===== src/rtl/pc_redirect_ctrl_pkg.sv =====
// pc_redirect_ctrl_pkg
//   Shared types and constants for the PC redirect controller:
//   next-PC select encoding, EX-stage instruction class, the opcodes that
//   can redirect fetch, the FSM state type and the ID-opcode decoder.
package pc_redirect_ctrl_pkg;

  // Next-PC mux select, as seen by the PC mux outside this block.
  typedef enum logic [1:0] {
    SEL_PC4 = 2'b00,  // sequential fetch
    SEL_JAL = 2'b01,  // JAL target computed in ID
    SEL_BR  = 2'b10,  // branch target computed in EX
    SEL_ALU = 2'b11   // ALU result (JALR target) in EX
  } pc_sel_t;

  // Class of the instruction currently sitting in EX.
  typedef enum logic [1:0] {
    EX_NONE   = 2'b00,
    EX_BRANCH = 2'b01,
    EX_JALR   = 2'b10
  } ex_class_t;

  typedef enum logic {
    ST_IDLE = 1'b0,
    ST_HOLD = 1'b1
  } state_t;

  localparam logic [6:0] OP_JAL    = 7'b1101111;
  localparam logic [6:0] OP_JALR   = 7'b1100111;
  localparam logic [6:0] OP_BRANCH = 7'b1100011;

  localparam int CNT_WIDTH = 16;

  // Classify an ID-stage opcode for the EX-class register.
  function automatic ex_class_t decode_ex_class(input logic [6:0] op);
    ex_class_t cls;
    cls = EX_NONE;
    if (op == OP_BRANCH) cls = EX_BRANCH;
    else if (op == OP_JALR) cls = EX_JALR;
    return cls;
  endfunction

endpackage


===== src/rtl/pc_redirect_ctrl_sat_counter.sv =====
// sat_counter
//   Up-counter that sticks at all-ones instead of wrapping.
//   Ports:
//     clk   - clock, rising edge
//     reset - synchronous, active-low; clears the count
//     inc   - add one this cycle (ignored once saturated)
//     cnt   - current count
module sat_counter #(
  parameter int WIDTH = 16
) (
  input  logic             clk,
  input  logic             reset,
  input  logic             inc,
  output logic [WIDTH-1:0] cnt
);

  logic [WIDTH-1:0] r_cnt;

  always_ff @(posedge clk) begin
    if (!reset) begin
      r_cnt <= '0;
    end else if (inc && (r_cnt != {WIDTH{1'b1}})) begin
      r_cnt <= r_cnt + WIDTH'(1);
    end
  end

  assign cnt = r_cnt;

endmodule


===== src/rtl/pc_redirect_ctrl.sv =====
// pc_redirect_ctrl
//   Chooses the next PC source and kills wrong-path instructions when a
//   JAL (ID), JALR (EX) or taken branch (EX) redirects fetch. If fetch is
//   not ready, the redirect is parked in HOLD with ID/EX frozen until it is.
//   Ports:
//     clk, reset          - clock / synchronous active-low reset
//     opcode_id_i         - opcode of the instruction in ID
//     branch_taken_ex_i   - condition result of the B-type in EX
//     stall_i             - hazard stall (freeze IF/ID, bubble into EX)
//     if_ready_i          - fetch accepts a new PC this cycle
//     pc_next_sel_o       - next-PC select (see pc_sel_t)
//     pc_en_o             - PC load enable
//     if_id_flush_o       - kill IF/ID
//     id_ex_flush_o       - kill ID/EX
//     hold_o              - freeze ID and EX while a redirect waits for fetch
//     redirect_cnt_o      - saturating count of completed redirects
//
//   Handshake: a redirect is a request towards fetch; it completes in the
//   cycle pc_en_o=1 is driven while if_ready_i=1. Until then the select and
//   flush kind are kept stable and hold_o=1; no flush is issued early.
import pc_redirect_ctrl_pkg::*;

module pc_redirect_ctrl (
  input  logic        clk,
  input  logic        reset,
  input  logic [6:0]  opcode_id_i,
  input  logic        branch_taken_ex_i,
  input  logic        stall_i,
  input  logic        if_ready_i,
  output logic [1:0]  pc_next_sel_o,
  output logic        pc_en_o,
  output logic        if_id_flush_o,
  output logic        id_ex_flush_o,
  output logic        hold_o,
  output logic [15:0] redirect_cnt_o
);

  state_t    r_state;
  state_t    w_state_nxt;
  ex_class_t r_ex_class;
  pc_sel_t   r_sel_lat;
  logic      r_ex_flush_lat;

  logic      w_ex_redir;
  logic      w_id_redir;
  logic      w_redir;
  pc_sel_t   w_req_sel;
  logic      w_stall_eff;

  pc_sel_t   w_sel;
  logic      w_pc_en;
  logic      w_if_id_flush;
  logic      w_id_ex_flush;
  logic      w_hold;

  // Redirect requests. EX wins over ID; an ID JAL also needs the ID stage
  // to be advancing (not stalled).
  always_comb begin
    w_ex_redir = (r_ex_class == EX_JALR) ||
                 ((r_ex_class == EX_BRANCH) && branch_taken_ex_i);
    w_id_redir = (opcode_id_i == OP_JAL) && !stall_i && !w_ex_redir;
    w_redir    = w_ex_redir || w_id_redir;
    if (r_ex_class == EX_JALR) w_req_sel = SEL_ALU;
    else if (w_ex_redir)       w_req_sel = SEL_BR;
    else                       w_req_sel = SEL_JAL;
  end

  // The hazard stall has no effect while a redirect is parked.
  assign w_stall_eff = stall_i && (r_state == ST_IDLE);

  // FSM: state register
  always_ff @(posedge clk) begin
    if (!reset) r_state <= ST_IDLE;
    else        r_state <= w_state_nxt;
  end

  // FSM: next state
  always_comb begin
    w_state_nxt = r_state;
    case (r_state)
      ST_IDLE: if (w_redir && !if_ready_i) w_state_nxt = ST_HOLD;
      ST_HOLD: if (if_ready_i)             w_state_nxt = ST_IDLE;
      default: w_state_nxt = ST_IDLE;
    endcase
  end

  // FSM: outputs. Everything is forced quiet while reset is asserted.
  always_comb begin
    w_sel         = SEL_PC4;
    w_pc_en       = 1'b0;
    w_if_id_flush = 1'b0;
    w_id_ex_flush = 1'b0;
    w_hold        = 1'b0;
    if (reset) begin
      case (r_state)
        ST_IDLE: begin
          if (w_redir) begin
            w_sel = w_req_sel;
            if (if_ready_i) begin
              w_pc_en       = 1'b1;
              w_if_id_flush = 1'b1;
              w_id_ex_flush = w_ex_redir;
            end else begin
              w_hold = 1'b1;
            end
          end else begin
            w_pc_en = if_ready_i && !stall_i;
          end
        end
        ST_HOLD: begin
          w_sel = r_sel_lat;
          if (if_ready_i) begin
            w_pc_en       = 1'b1;
            w_if_id_flush = 1'b1;
            w_id_ex_flush = r_ex_flush_lat;
          end else begin
            w_hold = 1'b1;
          end
        end
        default: ;
      endcase
    end
  end

  // Park the select and the flush kind when fetch refuses a redirect.
  always_ff @(posedge clk) begin
    if (!reset) begin
      r_sel_lat      <= SEL_PC4;
      r_ex_flush_lat <= 1'b0;
    end else if ((r_state == ST_IDLE) && w_redir && !if_ready_i) begin
      r_sel_lat      <= w_req_sel;
      r_ex_flush_lat <= w_ex_redir;
    end
  end

  // EX-class tracks what moves ID->EX; stalls and ID/EX flushes insert a
  // bubble, hold freezes EX so the parked redirect's source stays put.
  always_ff @(posedge clk) begin
    if (!reset) begin
      r_ex_class <= EX_NONE;
    end else if (w_hold) begin
      r_ex_class <= r_ex_class;
    end else if (!w_stall_eff && !w_id_ex_flush) begin
      r_ex_class <= decode_ex_class(opcode_id_i);
    end else begin
      r_ex_class <= EX_NONE;
    end
  end

  sat_counter #(
    .WIDTH(CNT_WIDTH)
  ) u_redirect_cnt (
    .clk   (clk),
    .reset (reset),
    .inc   (w_pc_en && (w_sel != SEL_PC4)),
    .cnt   (redirect_cnt_o)
  );

  assign pc_next_sel_o = w_sel;
  assign pc_en_o       = w_pc_en;
  assign if_id_flush_o = w_if_id_flush;
  assign id_ex_flush_o = w_id_ex_flush;
  assign hold_o        = w_hold;

endmodule


===== config.mk =====
export PLATFORM = sky130hd
export DESIGN_NAME = pc_redirect_ctrl
export DESIGN_NICKNAME = d
export VERILOG_FILES = /design/src/rtl/pc_redirect_ctrl_pkg.sv /design/src/rtl/pc_redirect_ctrl_sat_counter.sv /design/src/rtl/pc_redirect_ctrl.sv
export SDC_FILE = /design/constraint.sdc
export NUM_CORES = 1
export LEC_CHECK = 0
export BUFFER_PORTS_ARGS = -buffer_cell sky130_fd_sc_hd__buf_2
export CAP_MARGIN = 15
export CORE_UTILIZATION = 40
export DETAILED_ROUTE_END_ITERATION = 16
export REMOVE_ABC_BUFFERS = 1
export SETUP_SLACK_MARGIN = 0.05
export SLEW_MARGIN = 20
export SYNTH_ARGS = -nofsm -noshare
export SYNTH_HDL_FRONTEND = slang
export SYNTH_SLANG_ARGS = --single-unit

===== constraint.sdc =====
create_clock -name clk -period 6.74 [get_ports clk]
set_clock_uncertainty 0.2 [all_clocks]
set_input_delay 2.022 -clock clk [delete_from_list [all_inputs] [get_ports clk]]
set_output_delay 2.022 -clock clk [all_outputs]
set_load 0.02 [all_outputs]

==> results.md <==
* Netlist cell types at 43
* CORE AREA at 3030 um2
* EDFF count, synth at 0
* Die area at 3400 um2
* Chip width at 58.3 um
* Initial DRC Count at 64
* DR pass1 iterations at 4
* GRT Util Overall at 18.3%
* Cell area power density at 134 nW/um2
* Post-cts repair resize count at 0
* Hold WC Path Type: reg2reg
* Routed len/inst at 13.0 um
* Root buffer cell: clkbuf_4
* Worst Path Max Fanout at 25
* CP arrival at 3.28 ns
* Tcrit/Tclk final at 81.6%
* # H-tree levels at 1
* CTS buffer count at 3
* Post-Place Worst Slack at 1.25 ns
* I/O Pins at 34
* Status: finished clean
* Antenna viol nets, final at 0
* Ys flop type: dfxtp_1
* CP Class: in2out
* Std-Cell Rows at 20
* Ratio of cells with drive above 1 in the final layout at 28.0%
* CP Capture Type: output pin
* CTS Buffer Depth at 2
* First-pass GRT wire length at 4.91 mm
* Final setup TNS at 0 ns
* Congestion Overflow GR at 0
* RSZ-0062 raised after global routing: false
* WL met1 at 1.38 mm
* Antenna violations before repair at 0
* Slew Limit Fails at 0
* Clk_lat worst skew at 0.30 ns
* Detail Placement HPWL at 2.13 mm
* I/O Buffers at 33
* Inserted Diodes at 0
* Pin count of the biggest net entering global routing at 26
* Met3 WL at 175 um
* Highest metal used: met4
* Fillcell total at 305
* Synth async-reset ratio at 0%
* Relative slew slack at 67.7%
* Total Wirelength at 2.85 mm
* Area grow syn2layout at 16.7%
* Vias in the first global route at 1126
* Clk slew on worst S/H paths at 0.12 ns
* Post-CTS Setup Inserts at 0
* P_leak at 0.619 nW
* Gate Count Post-Synth at 145
* Final setup viols at 0
* Maxcap violations at 0
* Least-Margin Pin Slew at 0.478 ns
* DR vias/cell at 5.68
* Mean post-synth cell area at 8.75 um2
* Vias at 1245
* Final net count at 189
* Starting Density at 41.9%
* Hold_ws at 0.302 ns
* Die height at 58.3 um
* CTS tree: yes
* F_max at 182 MHz
* CTS sink count at 21
* CTS Hold Bufs at 0
* Fin. Hold Viols at 0
* Metal2 WL at 1.27 mm
* Minimum clock period after layout at 5.50 ns
* Fin worst setup slack at 1.24 ns
* Yosys reg bits at 21
* Gpl congestion at 0.867
* VDD IR max at 0.0000700 V
* Startpoint Class: primary input
* Worst Path Required at 4.52 ns
* Mapped cell area at 1270 um2
* Register area share after synthesis at 33.1%
* YS warnings at 0
* DRC violation count after routing at 0
-- metrics by stage --
step,instances,utilization (%),cell area [um2],total power [mW]
finish,219,48.9,1480,0.198
CTS,219,48.9,1480,0.201
global placement,215,48.0,1450,0.140
floorplan,137,-,1220,0.133
detailed placement,215,48.0,1450,0.140
global route,219,48.9,1480,0.206
-- worst max-delay path, cell delays in order --
cell      delay (ns)
buf_2           0.36
inv_1           0.23
a311oi_2        0.29
and2_1          0.20
buf_2           0.17
-- power breakdown --
group / internal (mW) / switching, mW
combinational: 0.00471 / 0.00842
sequential: 0.124 / 0.000109
clock: 0.0221 / 0.0389
total: 0.151 / 0.0475
-- metal layers --
metal,vias up,GRT usage [%]
li1,614,-
met1,578,25.1
met2,49,29.4
met3,4,2.86
met4,0,6.12
met5,-,0
-- layout by cell type, fill, tap and decap left out, drive strengths merged --
cell type,n
nor2b,3
o211a,1
o311ai,6
nand3b,1
o311a,2
a32o,2
a31o,1
clkinv,1
nand4,7
or4,2
nand2,21
nand4b,2
nor2,10
nor4b,1
o2111ai,1
mux2i,9
or4b,1
a21oi,3
and3b,1
a22oi,1
and2,2
dfxtp,21
ha,1
nor4,6
a311oi,1
o211ai,1
buf,34
or3,3
nand2b,8
o41ai,7
nor3,2
inv,6
clkbuf,3
o21ai,2
nand3,2
-- worst paths after layout --
| check | startpoint | to | slack, ns | cells after the start |
|---|---|---|---|---|
| max | reset | id_ex_flush_o | 1.24 | 5 |
| min | u_redirect_cnt.cnt[4]$_SDFFE_PN0P_ | u_redirect_cnt.cnt[4]$_SDFFE_PN0P_ | 0.30 | 2 |
| max reg2reg | u_redirect_cnt.cnt[0]$_SDFFE_PN0P_ | u_redirect_cnt.cnt[0]$_SDFFE_PN0P_ | 4.35 | 6 |
| min reg2reg | u_redirect_cnt.cnt[4]$_SDFFE_PN0P_ | u_redirect_cnt.cnt[4]$_SDFFE_PN0P_ | 0.30 | 2 |
-- cell type report --
class | count | area (um2) | share of cell area [%]
well taps | 44 | 55.1 | 3.72
multi-input cells | 110 | 782 | 52.8
clock inverters | 1 | 5.00 | 0.338
inverters | 6 | 22.5 | 1.52
clock buffers | 3 | 22.5 | 1.52
flip-flops and latches | 21 | 420 | 28.4
repair buffers | 34 | 173 | 11.7
-- registers in the layout, summed over array words and instances (netlist names) --
name	flops
u_redirect_cnt.cnt	16
r_sel_lat	2
r_state	1
r_ex_class	2
-- cells by family after synthesis --
group	share of synthesized area (%)
buffers and inverters	5.23
adders and majority gates	0.986
muxes	7.10
DFF	33.1
AOI/OAI and AO/OA	19.8
and+or+nand+nor	33.7
-- cell usage after synthesis, types with 2 or more instances --
library cell  instances  area share, %
a21oi_1               3            1.2
a32o_1                2            1.6
and2_1                2           0.99
buf_2                 2           0.79
clkbuf_1              3           0.89
dfxtp_1              21             33
inv_1                 6            1.8
mux2i_1               9            7.1
nand2_1              21            6.2
nand2b_1              7            3.5
nand3_1               2           0.79
nand4_1               6            3.0
nand4b_1              2            1.4
nor2_1                9            2.7
nor2b_1               3            1.5
nor3_1                2           0.79
nor4_1                6            3.0
o21ai_0               2           0.79
o311a_1               2            1.6
o311ai_0              5            3.5
o41ai_1               6            4.1
or3_1                 2           0.99
or4_4                 2            1.8
Power figures use the tool's default switching activity.
